`src/rtl/axi_rd_arbiter_if.sv`:
```
// AXI read-channel bundle (AR and R) between the read arbiter and the AXI slave side.
// The arbiter uses the master modport; the slave modport is the view from the bus.
interface axi_rd_arbiter_if;
    logic [3:0]  arid;
    logic [31:0] araddr;
    logic [7:0]  arlen;
    logic [2:0]  arsize;
    logic [1:0]  arburst;
    logic        arvalid;
    logic        arready;
    logic [3:0]  rid;
    logic [31:0] rdata;
    logic        rlast;
    logic        rvalid;
    logic        rready;

    modport master (
        output arid, araddr, arlen, arsize, arburst, arvalid, rready,
        input  arready, rid, rdata, rlast, rvalid
    );

    modport slave (
        input  arid, araddr, arlen, arsize, arburst, arvalid, rready,
        output arready, rid, rdata, rlast, rvalid
    );
endinterface

```
`src/rtl/axi_rd_arbiter.sv`:
```
// Round-robin arbiter sharing one AXI read channel between the I-cache and D-cache.
// One read is outstanding at a time; R beats are routed back to the granted cache.
module axi_rd_arbiter #(
    parameter int I_LEN = 7,
    parameter int D_LEN = 3
) (
    input  logic        clk,
    input  logic        reset,

    input  logic        i_rd_req,
    input  logic [31:0] i_rd_addr,
    input  logic [1:0]  i_rd_size,
    input  logic        i_burst,
    output logic        i_rd_rdy,
    output logic        i_ret_valid,
    output logic        i_ret_last,

    input  logic        d_rd_req,
    input  logic [31:0] d_rd_addr,
    input  logic [1:0]  d_rd_size,
    input  logic        d_burst,
    output logic        d_rd_rdy,
    output logic        d_ret_valid,
    output logic        d_ret_last,

    output logic [31:0] ret_data,
    input  logic        wr_idle,
    output logic        rd_busy,
    output logic        proto_err,

    axi_rd_arbiter_if.master axi
);

    localparam logic [7:0] L_I_LEN = 8'(I_LEN);
    localparam logic [7:0] L_D_LEN = 8'(D_LEN);

    typedef enum logic [1:0] {
        S_IDLE = 2'd0,
        S_AR   = 2'd1,
        S_R    = 2'd2
    } state_t;

    state_t      r_state;
    state_t      w_next_state;

    logic        r_grant;
    logic        r_last_grant;
    logic [31:0] r_araddr;
    logic [7:0]  r_arlen;
    logic [2:0]  r_arsize;
    logic [1:0]  r_arburst;
    logic [7:0]  r_beat_cnt;
    logic        r_proto_err;

    logic        w_take;
    logic        w_grant_d;
    logic        w_sel_burst;
    logic [1:0]  w_sel_size;
    logic [31:0] w_sel_addr;
    logic        w_ar_done;
    logic        w_beat;
    logic        w_last_beat;
    logic        w_err_len;
    logic        w_err_id;
    logic        w_err_over;
    logic        w_arvalid;
    logic        w_rready;

    // Grant goes to the sole requester, or on a tie to whoever did not win last time.
    assign w_take      = (r_state == S_IDLE) && wr_idle && (i_rd_req || d_rd_req);
    assign w_grant_d   = d_rd_req && (!i_rd_req || !r_last_grant);
    assign w_sel_burst = w_grant_d ? d_burst   : i_burst;
    assign w_sel_size  = w_grant_d ? d_rd_size : i_rd_size;
    assign w_sel_addr  = w_grant_d ? d_rd_addr : i_rd_addr;

    assign w_ar_done   = (r_state == S_AR) && axi.arready;
    assign w_beat      = (r_state == S_R) && axi.rvalid;
    assign w_last_beat = w_beat && axi.rlast;

    assign w_err_len   = w_last_beat && (r_beat_cnt != r_arlen);
    assign w_err_id    = w_beat && (axi.rid != {3'b000, r_grant});
    assign w_err_over  = w_beat && !axi.rlast && (r_beat_cnt >= r_arlen);

    always_ff @(posedge clk) begin
        if (reset) begin
            r_state <= S_IDLE;
        end else begin
            r_state <= w_next_state;
        end
    end

    always_comb begin
        w_next_state = r_state;
        unique case (r_state)
            S_IDLE:  if (w_take)      w_next_state = S_AR;
            S_AR:    if (axi.arready) w_next_state = S_R;
            S_R:     if (w_last_beat) w_next_state = S_IDLE;
            default: w_next_state = S_IDLE;
        endcase
    end

    // Handshake pulses and return routing are combinational so they line up with the bus beat.
    always_comb begin
        w_arvalid   = 1'b0;
        w_rready    = 1'b0;
        rd_busy     = 1'b0;
        i_rd_rdy    = 1'b0;
        d_rd_rdy    = 1'b0;
        i_ret_valid = 1'b0;
        i_ret_last  = 1'b0;
        d_ret_valid = 1'b0;
        d_ret_last  = 1'b0;
        unique case (r_state)
            S_AR: begin
                w_arvalid = 1'b1;
                rd_busy   = 1'b1;
                i_rd_rdy  = axi.arready && !r_grant;
                d_rd_rdy  = axi.arready &&  r_grant;
            end
            S_R: begin
                w_rready    = 1'b1;
                rd_busy     = 1'b1;
                i_ret_valid = axi.rvalid && !r_grant;
                i_ret_last  = axi.rvalid && axi.rlast && !r_grant;
                d_ret_valid = axi.rvalid &&  r_grant;
                d_ret_last  = axi.rvalid && axi.rlast &&  r_grant;
            end
            default: ;
        endcase
    end

    // AR fields are captured once at grant time so they cannot move while arvalid is high.
    always_ff @(posedge clk) begin
        if (reset) begin
            r_grant      <= 1'b0;
            r_last_grant <= 1'b0;
            r_araddr     <= 32'd0;
            r_arlen      <= 8'd0;
            r_arsize     <= 3'd0;
            r_arburst    <= 2'd0;
        end else if (w_take) begin
            r_grant      <= w_grant_d;
            r_last_grant <= w_grant_d;
            r_araddr     <= w_sel_addr;
            if (w_sel_burst) begin
                r_arlen   <= w_grant_d ? L_D_LEN : L_I_LEN;
                r_arsize  <= 3'b010;
                r_arburst <= 2'b01;
            end else begin
                r_arlen   <= 8'd0;
                r_arsize  <= {1'b0, w_sel_size};
                r_arburst <= 2'b00;
            end
        end
    end

    always_ff @(posedge clk) begin
        if (reset) begin
            r_beat_cnt <= 8'd0;
        end else if (w_ar_done) begin
            r_beat_cnt <= 8'd0;
        end else if (w_beat) begin
            r_beat_cnt <= r_beat_cnt + 8'd1;
        end
    end

    always_ff @(posedge clk) begin
        if (reset) begin
            r_proto_err <= 1'b0;
        end else if (w_err_len || w_err_id || w_err_over) begin
            r_proto_err <= 1'b1;
        end
    end

    assign proto_err   = r_proto_err;
    assign ret_data    = axi.rdata;

    assign axi.arid    = {3'b000, r_grant};
    assign axi.araddr  = r_araddr;
    assign axi.arlen   = r_arlen;
    assign axi.arsize  = r_arsize;
    assign axi.arburst = r_arburst;
    assign axi.arvalid = w_arvalid;
    assign axi.rready  = w_rready;

endmodule

```
`src/flat_wrapper.sv`:
```
// flat-port wrapper written by rule: the top's interface ports become plain ports
module axi_rd_arbiter_flat 
#(
    parameter int I_LEN = 7,
    parameter int D_LEN = 3
)
  (clk, reset, i_rd_req, i_rd_addr, i_rd_size, i_burst, i_rd_rdy, i_ret_valid, i_ret_last, d_rd_req, d_rd_addr, d_rd_size, d_burst, d_rd_rdy, d_ret_valid, d_ret_last, ret_data, wr_idle, rd_busy, proto_err, axi_arid, axi_araddr, axi_arlen, axi_arsize, axi_arburst, axi_arvalid, axi_rready, axi_arready, axi_rid, axi_rdata, axi_rlast, axi_rvalid);
  axi_rd_arbiter_if axi_i ();
  input  logic clk;
  input  logic reset;
  input  logic i_rd_req;
  input  logic [31:0] i_rd_addr;
  input  logic [1:0] i_rd_size;
  input  logic i_burst;
  output logic i_rd_rdy;
  output logic i_ret_valid;
  output logic i_ret_last;
  input  logic d_rd_req;
  input  logic [31:0] d_rd_addr;
  input  logic [1:0] d_rd_size;
  input  logic d_burst;
  output logic d_rd_rdy;
  output logic d_ret_valid;
  output logic d_ret_last;
  output logic [31:0] ret_data;
  input  logic wr_idle;
  output logic rd_busy;
  output logic proto_err;
  output wire logic [$bits(axi_i.arid)-1:0] axi_arid;
  output wire logic [$bits(axi_i.araddr)-1:0] axi_araddr;
  output wire logic [$bits(axi_i.arlen)-1:0] axi_arlen;
  output wire logic [$bits(axi_i.arsize)-1:0] axi_arsize;
  output wire logic [$bits(axi_i.arburst)-1:0] axi_arburst;
  output wire logic [$bits(axi_i.arvalid)-1:0] axi_arvalid;
  output wire logic [$bits(axi_i.rready)-1:0] axi_rready;
  input wire logic [$bits(axi_i.arready)-1:0] axi_arready;
  input wire logic [$bits(axi_i.rid)-1:0] axi_rid;
  input wire logic [$bits(axi_i.rdata)-1:0] axi_rdata;
  input wire logic [$bits(axi_i.rlast)-1:0] axi_rlast;
  input wire logic [$bits(axi_i.rvalid)-1:0] axi_rvalid;
  assign axi_arid = axi_i.arid;
  assign axi_araddr = axi_i.araddr;
  assign axi_arlen = axi_i.arlen;
  assign axi_arsize = axi_i.arsize;
  assign axi_arburst = axi_i.arburst;
  assign axi_arvalid = axi_i.arvalid;
  assign axi_rready = axi_i.rready;
  assign axi_i.arready = axi_arready;
  assign axi_i.rid = axi_rid;
  assign axi_i.rdata = axi_rdata;
  assign axi_i.rlast = axi_rlast;
  assign axi_i.rvalid = axi_rvalid;
  axi_rd_arbiter #(.I_LEN(I_LEN), .D_LEN(D_LEN)) u_core (.clk(clk), .reset(reset), .i_rd_req(i_rd_req), .i_rd_addr(i_rd_addr), .i_rd_size(i_rd_size), .i_burst(i_burst), .i_rd_rdy(i_rd_rdy), .i_ret_valid(i_ret_valid), .i_ret_last(i_ret_last), .d_rd_req(d_rd_req), .d_rd_addr(d_rd_addr), .d_rd_size(d_rd_size), .d_burst(d_burst), .d_rd_rdy(d_rd_rdy), .d_ret_valid(d_ret_valid), .d_ret_last(d_ret_last), .ret_data(ret_data), .wr_idle(wr_idle), .rd_busy(rd_busy), .proto_err(proto_err), .axi(axi_i));
endmodule
```
`config.mk`:
```
export PLATFORM = sky130hd
export DESIGN_NAME = axi_rd_arbiter_flat
export DESIGN_NICKNAME = d
export VERILOG_FILES = /design/src/rtl/axi_rd_arbiter_if.sv /design/src/rtl/axi_rd_arbiter.sv /design/src/flat_wrapper.sv
export SDC_FILE = /design/constraint.sdc
export NUM_CORES = 1
export LEC_CHECK = 0
export ABC_AREA = 0
export BUFFER_PORTS_ARGS = -buffer_cell sky130_fd_sc_hd__buf_2
export CORE_MARGIN = 4
export CORE_UTILIZATION = 43
export CTS_CLUSTER_DIAMETER = 100
export DETAILED_ROUTE_END_ITERATION = 12
export GPL_TIMING_DRIVEN = 0
export MAX_ROUTING_LAYER = met4
export PLACE_DENSITY = 0.85
export SLEW_MARGIN = 30
export SYNTH_ARGS = -nofsm -noshare
export SYNTH_HDL_FRONTEND = slang
export SYNTH_SLANG_ARGS = --single-unit
```
`constraint.sdc`:
```
create_clock -name clk -period 4.21 [get_ports clk]
set_input_delay 0.842 -clock clk [delete_from_list [all_inputs] [get_ports clk]]
set_output_delay 0.842 -clock clk [all_outputs]
set_load 0.01 [all_outputs]
```
# Yosys cells after proc, flatten, opt, wreduce, memory -nomap -nowiden
# Cells that the tools add are included.
# totals
wordCells,65
inputBits,114
ff_bits,57
output_inout_bits,91
# classes
order_cmp,1
eq_ne,7
n_reduce_logical,28
addsub,1
n_mux,20
# ops
operator,n
$mux 32,1
$logic_and 1x1->1,17
$mux 1,11
$mux 2,5
$add 8x1->8 const B,1
$ge 8x8->1,1
$mux 8,1
$ne 8x8->1,1
$pmux 2 s3,1
$logic_or 1x1->1,4
$ne 2x1->1 const B,2
$ne 4x1->1,1
$reduce_or 2->1,2
$logic_not 1->1,3
$mux 3,1
$reduce_and 3->1,1
$eq 2x1->1 const B,1
$eq 2x2->1 const B,1
$logic_not 2->1,1
$ne 2x2->1 const B,1

# Longest topological paths before layout
# Gate-level depths: netlist of run 1.
# depth
word_depth,6
depth_mapped,7

# Worst setup path after synthesis of run 1
# Ideal clock, no wire load.
# synth_timing
kind,input to output
from,in axi_rvalid
to,out i_ret_last
setup_slack_ps,2084
t_arrival_ps,1284
cell_stages,3
path_buffers,0
path_cell_list,nand2_1 > nor2_1 > and2_1
# synth_between
elab_chain_len,3
# synth_rtl
item,line,source
start: declaration,flat_wrapper.sv:40,input wire logic [$bits(axi_i.rvalid)-1:0] axi_rvalid;
$logic_and 1x1->1 (2 in a row),axi_rd_arbiter.sv:124,i_ret_last = axi.rvalid && axi.rlast && !r_grant;
$mux 1,axi_rd_arbiter.sv:113,unique case (r_state)
end: declaration,flat_wrapper.sv:17,output logic i_ret_last;
# No other way between the ends.

# Worst setup path in the final report of run 1
# layout_timing
from,reg u_core.r_state[0]
to,out d_ret_last
# layout_between
elab_chain_len,2
# layout_rtl
item,line,source
start: declaration,axi_rd_arbiter.sv:43,state_t r_state;
start signal: assignment,axi_rd_arbiter.sv:88,r_state <= w_next_state;
$eq 2x2->1,axi_rd_arbiter.sv:113,
$mux 1,axi_rd_arbiter.sv:113,
end: declaration,flat_wrapper.sv:24,output logic d_ret_last;
# No other way between the ends.

==> results of run 1 <==
[worst max-delay path by stage]
| stage | startpoint | to | slack (ps) | depth (start not counted) |
|---|---|---|---|---|
| floorplan | axi_rvalid | i_ret_last | 2080 | 3 |
| global placement | axi_rvalid | d_ret_last | 1970 | 4 |
| detailed placement | axi_rvalid | d_ret_last | 1960 | 4 |
| CTS | u_core.r_state[0]$_SDFFE_PP0P_ | d_ret_last | 1860 | 5 |
| global route | u_core.r_state[0]$_SDFFE_PP0P_ | d_ret_last | 1770 | 5 |
| finish | u_core.r_state[0]$_SDFFE_PP0P_ | d_ret_last | 1880 | 5 |
[tightest hold or removal path, cell delays in order (launching register included)]
cell and delay [ps]:
dfxtp_1 310, nand2_1 60, a21oi_1 70
[state kept, by name, summed over array words and instances, names as in the netlist]
signal	count
u_core.axi.araddr	32
u_core.r_beat_cnt	8
u_core.axi.arlen	2
u_core.axi.arsize	2
u_core.r_state	2
u_core.proto_err	1
u_core.r_last_grant	1
[cell type report]
cell class | count | area [um^2] | share of cell area, %
multi-input combinational | 189 | 1280 | 34.4
sequential | 48 | 961 | 25.8
timing repair buffer | 162 | 811 | 21.8
buffer | 64 | 462 | 12.4
tap | 75 | 93.8 | 2.52
clock buffer | 5 | 68.8 | 1.85
inverter | 9 | 33.8 | 0.908
clock inverter | 2 | 12.5 | 0.336
[power breakdown]
group | leakage, nW | internal [W] | switching [W]
logic | 1.53 | 0.000274 | 0.000329
clock network | 0.0400 | 0.000113 | 0.000151
registers | 0.395 | 0.000538 | 0.0000469
total | 1.97 | 0.000925 | 0.000527
[layout by cell type, fill, tap and decap left out, types with 2 or more instances in the layout]
| master | synthesis | layout |
|---|---|---|
| conb_1 | 1 | 10 |
| inv_1 | 9 | 9 |
| xor2_1 | 7 | 7 |
| mux2i_1 | 34 | 34 |
| nor2_1 | 47 | 47 |
| buf_2 | 5 | 167 |
| ha_1 | 8 | 8 |
| and3_1 | 4 | 4 |
| o21ai_1 | 2 | 2 |
| buf_6 | 2 | 2 |
| clkbuf_8 | 0 | 5 |
| nand2_1 | 9 | 9 |
| a21oi_1 | 6 | 6 |
| clkbuf_1 | 9 | 9 |
| nand4_1 | 5 | 5 |
| and2_1 | 3 | 3 |
| or4_1 | 2 | 2 |
| dfxtp_1 | 48 | 48 |
| buf_4 | 46 | 46 |
| a211oi_1 | 34 | 34 |
[routing by layer]
| metal | vias to the layer above | track usage [%] |
|---|---|---|
| met2 | 127 | 36.8 |
| met1 | 1236 | 20.2 |
| met3 | 6 | 3.41 |
| met4 | 0 | 4.18 |
| li1 | 1346 | - |
| met5 | - | - |
[logic make-up (layout without fill, tap and decap cells)]
logic type,count (synthesis),count (layout),synth area share (%)
other cells,1,10,0.139
fa+ha+maj,8,8,3.70
mux,34,34,12.6
compound gates,55,55,15.0
simple gates,74,74,12.1
flops,48,48,35.6
buf+inv,73,242,18.3
xor+xnor,8,8,2.59
[through the flow]
stage / setup WS (ps) / cells
2_1_floorplan: 2080 / 310
6_report: 1880 / 554
4_1_cts: 1860 / 554
3_3_place_gp: 1970 / 547
5_1_grt: 1770 / 554
3_5_place_dp: 1960 / 547
==> summary.md, run 1 <==
| Metric | Value |
|---|---|
| Status | `finished clean` |
| Gr ovfl total | `0` |
| Netlist cell types | `39` |
| CTS tree | `done` |
| Async SR Flop Fraction | `0%` |
| Most area-hungry cell type in the Yosys netlist | `dfxtp_1` |
| Final net count | `601` |
| Worst Hold Depth | `2` |
| CTS buffer count | `5` |
| Share of layout cells above drive strength 1 | `47.0%` |
| DP Wirelength | `6.22 mm` |
| Reg2Reg Depth | `7` |
| Hold buffers post-CTS | `0` |
| Peak VDD IR | `0.000215 V` |
| N_diodes | `0` |
| Worst-path clk slew | `90 ps` |
| Total GRT Usage | `19.2%` |
| H-Tree Level Count | `2` |
| Final WL | `7.62 mm` |
| Critical R2R Capture | `u_core.axi.araddr[7]$_SDFFE_PP0P_` |
| Antenna Nets Post-Route | `0` |
| First-pass GRT wire length | `11.4 mm` |
| Max Slew Vio Count | `0` |
| Maxcap violations | `0` |
| Yosys Warn Count | `0` |
| Starting DRT DRC Count | `63` |
| Hold Path Sink | `u_core.axi.arsize[1]$_SDFFE_PP0P_` |
| Most instantiated cells after synthesis | `48 x dfxtp_1, 47 x nor2_1, 46 x buf_4, 34 x a211oi_1, 34 x mux2i_1` |
| RSZ-0062 raised after global routing | `no` |
| Critical path class | `flop to output port` |
| Mapped Cells | `301` |
| GPL Wtd Cong | `0.817` |
| Vias per cell | `4.90` |
| Worst-case clock buffer depth | `2` |
| Worst path arrival time | `1490 ps` |
| WP buf/inv | `2` |
| Share of the synthesized area in the top cell type | `35.6%` |
| Die Wd | `87.3 um` |
| Seq/Total Area, Yosys | `35.6%` |
| Area growth from synthesis to layout | `37.7%` |
| Die footprint | `7620 um^2` |
| Area after DPL | `3640 um^2` |
| Top post-synthesis cells by area | `dfxtp_1 36%, buf_4 13%, mux2i_1 13%` |
| Initial Utilization | `44.9%` |
| # fillers | `538` |
| Skew final | `5.23 ps` |
| Max frequency | `0.428 GHz` |
| Count leader, synth | `dfxtp_1` |
| Worst Max-Slew Pin Slew | `599 ps` |
| Post-cts resize count | `0` |
| Leak Pwr | `1.97 nW` |
| Crit path max-delay family | `flip-flops` |
| Root Buffer | `clkbuf_8` |
| Slowest stage delay, CP | `370 ps` |
| Setup TNS | `0 ps` |
| Vias in the first global route | `2,617` |
| Minimum clock period | `2330 ps` |
| Chip height | `87.3 um` |
| Setup violations, final | `0` |
| Crit share post-route | `55.4%` |
| Crit path max fanout | `6` |
| PD cells | `390 nW/um^2` |
| Vias | `2,715` |
| EDFF count, synth | `0` |
| Hold Crit Start | `u_core.axi.arsize[1]$_SDFFE_PP0P_` |
| Final core utilization | `61.8%` |
| Post-CTS Setup Inserts | `0` |
| Top sig layer | `met4` |
| WL/cell | `13.8 um` |
| Synth Flop Type | `dfxtp_1` |
| Rel. slew slack | `60.0%` |
| Worst-skew pair later-pin latency | `290 ps` |
| Initial antenna violation count | `0` |
| Fin. Hold Viols | `0` |
| Largest net degree at the start of global routing | `15` |
| Final instance area | `3720 um^2` |
| IO Port Bufs | `162` |
| Crit path cell chain | `inv_1, ha_1, and3_1, and2_1, buf_2` |
| Detail Route met2 WL | `4.08 mm` |
| Critical-path top delay cell | `dfxtp_1` |
| Number of synthesized register bits | `48` |
| Met3 WL | `675 um` |
| Total Power | `0.00145 W` |
| CP Capture Type | `output port` |
| WL met1 | `2.81 mm` |
| Avg Cell Area, Syn | `8.98 um^2` |
| Crit path launch type | `flop` |
| Total I/O pin count | `205` |
| DRC viols | `0` |
| Core Area | `6030 um^2` |
| Row cnt | `28` |
| CP required | `3370 ps` |
| DR pass1 iterations | `4` |
| Clock Sinks | `48` |
| HP Class | `flop to flop` |
| Synthesized area | `2700 um^2` |
| Hold slack | `489 ps` |
| Worst r2r src | `u_core.r_state[0]$_SDFFE_PP0P_` |
| Setup slack, reg-to-reg | `2370 ps` |
No activity file was read; power rests on OpenSTA's default activity.
==> run 2: changes to the inputs <==
CORE_UTILIZATION = 40   (was 43)
PLACE_DENSITY = 0.8   (was 0.85)
clock period = 2.3 ns   (was 4.21 ns; I/O delays follow)
==> run 2 against run 1 <==
Against the previous run: die area is 6.8% higher; clock-buffer cell count did not move; clock power up 130%; critical endpoint unchanged; via count fell by 2.2%; critical path type unchanged; worst setup slack worse by 1500 ps; power grew 91%; worst hold slack got worse by 25 ps; design area increased by 0.87%; global-route usage down 0.83 points; combinational power rose by 83%; non-clock buffer count is the same; routed wire length fell by 2.8%.
==> summary.md, run 2 (synthesis gave the netlist of run 1 again) <==
| Metric | Value |
|---|---|
| Starting DRT DRC Count | `69` |
| Skew final | `3.48 ps` |
| NetSw | `0.000962 W` |
| Antenna Nets Post-Route | `0` |
| Setup TNS | `0 ps` |
| Largest net degree at the start of global routing | `16` |
| Hold buffers post-CTS | `0` |
| Core Area | `6460 um^2` |
| Fin. Hold Viols | `0` |
| Post-cts resize count | `0` |
| Worst Max-Slew Pin Slew | `566 ps` |
| Total GRT Usage | `18.4%` |
| PD cells | `738 nW/um^2` |
| Status | `finished clean` |
| Final WL | `7.41 mm` |
| Commonest non-fill, non-tap cells in the layout | `167 x buf_2, 48 x dfxtp_1, 47 x nor2_1, 46 x buf_4` |
| CTS tree | `done` |
| WL/cell | `13.3 um` |
| Leak Pwr | `1.98 nW` |
| Chip height | `90.2 um` |
| Vias in the first global route | `2,596` |
| Comb pwr share | `39.7%` |
| Final instance area | `3750 um^2` |
| Sequential group share of total power | `38.6%` |
| Total I/O pin count | `205` |
| Max Slew Vio Count | `0` |
| Post-CTS Setup Inserts | `0` |
| Largest register FFs | `32` |
| Initial antenna violation count | `0` |
| Crit share post-route | `85.0%` |
| CTS buffer count | `5` |
| Max frequency | `0.512 GHz` |
| CP Capture Type | `output port` |
| GPL Wtd Cong | `0.846` |
| Hold slack | `464 ps` |
| Share of layout cells above drive strength 1 | `47.1%` |
| DRC viols | `0` |
| Die footprint | `8140 um^2` |
| Minimum clock period | `1950 ps` |
| Area after DPL | `3640 um^2` |
| Root Buffer | `clkbuf_8` |
| Final net count | `601` |
| RSZ-0062 raised after global routing | `no` |
| Area growth from synthesis to layout | `38.9%` |
| Commonest non-fill, non-tap cell in the layout | `buf_2` |
| Worst-path clk slew | `90 ps` |
| Gr ovfl total | `0` |
| Rel. slew slack | `62.3%` |
| Setup violations, final | `0` |
| Die Wd | `90.2 um` |
| Critical path class | `flop to output port` |
| Crit path max fanout | `6` |
| P_int | `0.00181 W` |
| Initial Utilization | `41.8%` |
| First-pass GRT wire length | `12.2 mm` |
| Crit path launch type | `flop` |
| Sw frac | `34.7%` |
| N_diodes | `0` |
| CP required | `1840 ps` |
| Vias per cell | `4.77` |
| Worst-case clock buffer depth | `2` |
| Vias | `2,655` |
| H-Tree Level Count | `2` |
| Maxcap violations | `0` |
| Clock Sinks | `48` |
| DR pass1 iterations | `4` |
| Peak VDD IR | `0.000364 V` |
| DP Wirelength | `6.04 mm` |
| HP Class | `primary input to flop` |
| IO Port Bufs | `162` |
| Row cnt | `29` |
| Worst path arrival time | `1490 ps` |
| Worst-skew pair later-pin latency | `290 ps` |
| Clock power share | `21.7%` |
-- run 2: changes by cell type in the layout (fill, tap and decap cells not counted) --
cell	before	now
bufinv_16	0	1
-- run 2: metrics by stage --
| step | power (W) | utilization, % | setup WS, ps | instances |
|---|---|---|---|---|
| global placement | 0.00217 | 56.4 | 515 | 549 |
| detailed placement | 0.00220 | 56.4 | 433 | 549 |
| floorplan | 0.00179 | - | 701 | 310 |
| global route | 0.00298 | 58.1 | 189 | 557 |
| finish | 0.00277 | 58.1 | 345 | 557 |
| CTS | 0.00281 | 58.1 | 324 | 557 |
-- run 2: per-layer routing --
layer  track usage, %  part of all wire, %  vias to the layer above
met5                -                    0                        -
met4             3.44                 0.77                        0
met3             4.76                  8.6                        6
met2             32.7                   51                      134
met1             21.0                   40                     1162
li1                 -                    -                     1353
-- run 2: layout make-up --
cell class / count / area (um^2)
flip-flops and latches: 48 / 961
plain buffers: 64 / 462
clock buffers: 5 / 68.8
inverters: 9 / 33.8
clock inverters: 3 / 42.5
well taps: 77 / 96.3
multi-input cells: 189 / 1280
fillers: 600 / 2700
repair buffers: 162 / 811
-- run 2: worst paths after layout --
check,from,end,slack (ps),depth (start not counted)
worst max register to register,u_core.r_state[0]$_SDFFE_PP0P_,u_core.axi.araddr[3]$_SDFFE_PP0P_,470,7
worst min-delay path,i_burst,u_core.axi.arlen[2]$_SDFFE_PP0P_,460,3
worst max-delay path,u_core.r_state[0]$_SDFFE_PP0P_,d_ret_last,350,5
worst min register to register,u_core.axi.arsize[1]$_SDFFE_PP0P_,u_core.axi.arsize[1]$_SDFFE_PP0P_,480,2
-- run 2: critical path, cell delays in order, from the launching register on --
cell	delay (ps)
dfxtp_1	370
inv_1	90
ha_1	260
and3_1	210
and2_1	150
buf_2	130
-- run 2: power groups by stage --
stage	combinational [W]	sequential (W)	clock, W
5_1_grt	0.00123	0.00109	0.000659
3_5_place_dp	0.00111	0.00109	0
2_1_floorplan	0.000636	0.00115	0
6_report	0.00110	0.00107	0.000601
3_3_place_gp	0.00109	0.00108	0
4_1_cts	0.00111	0.00107	0.000624
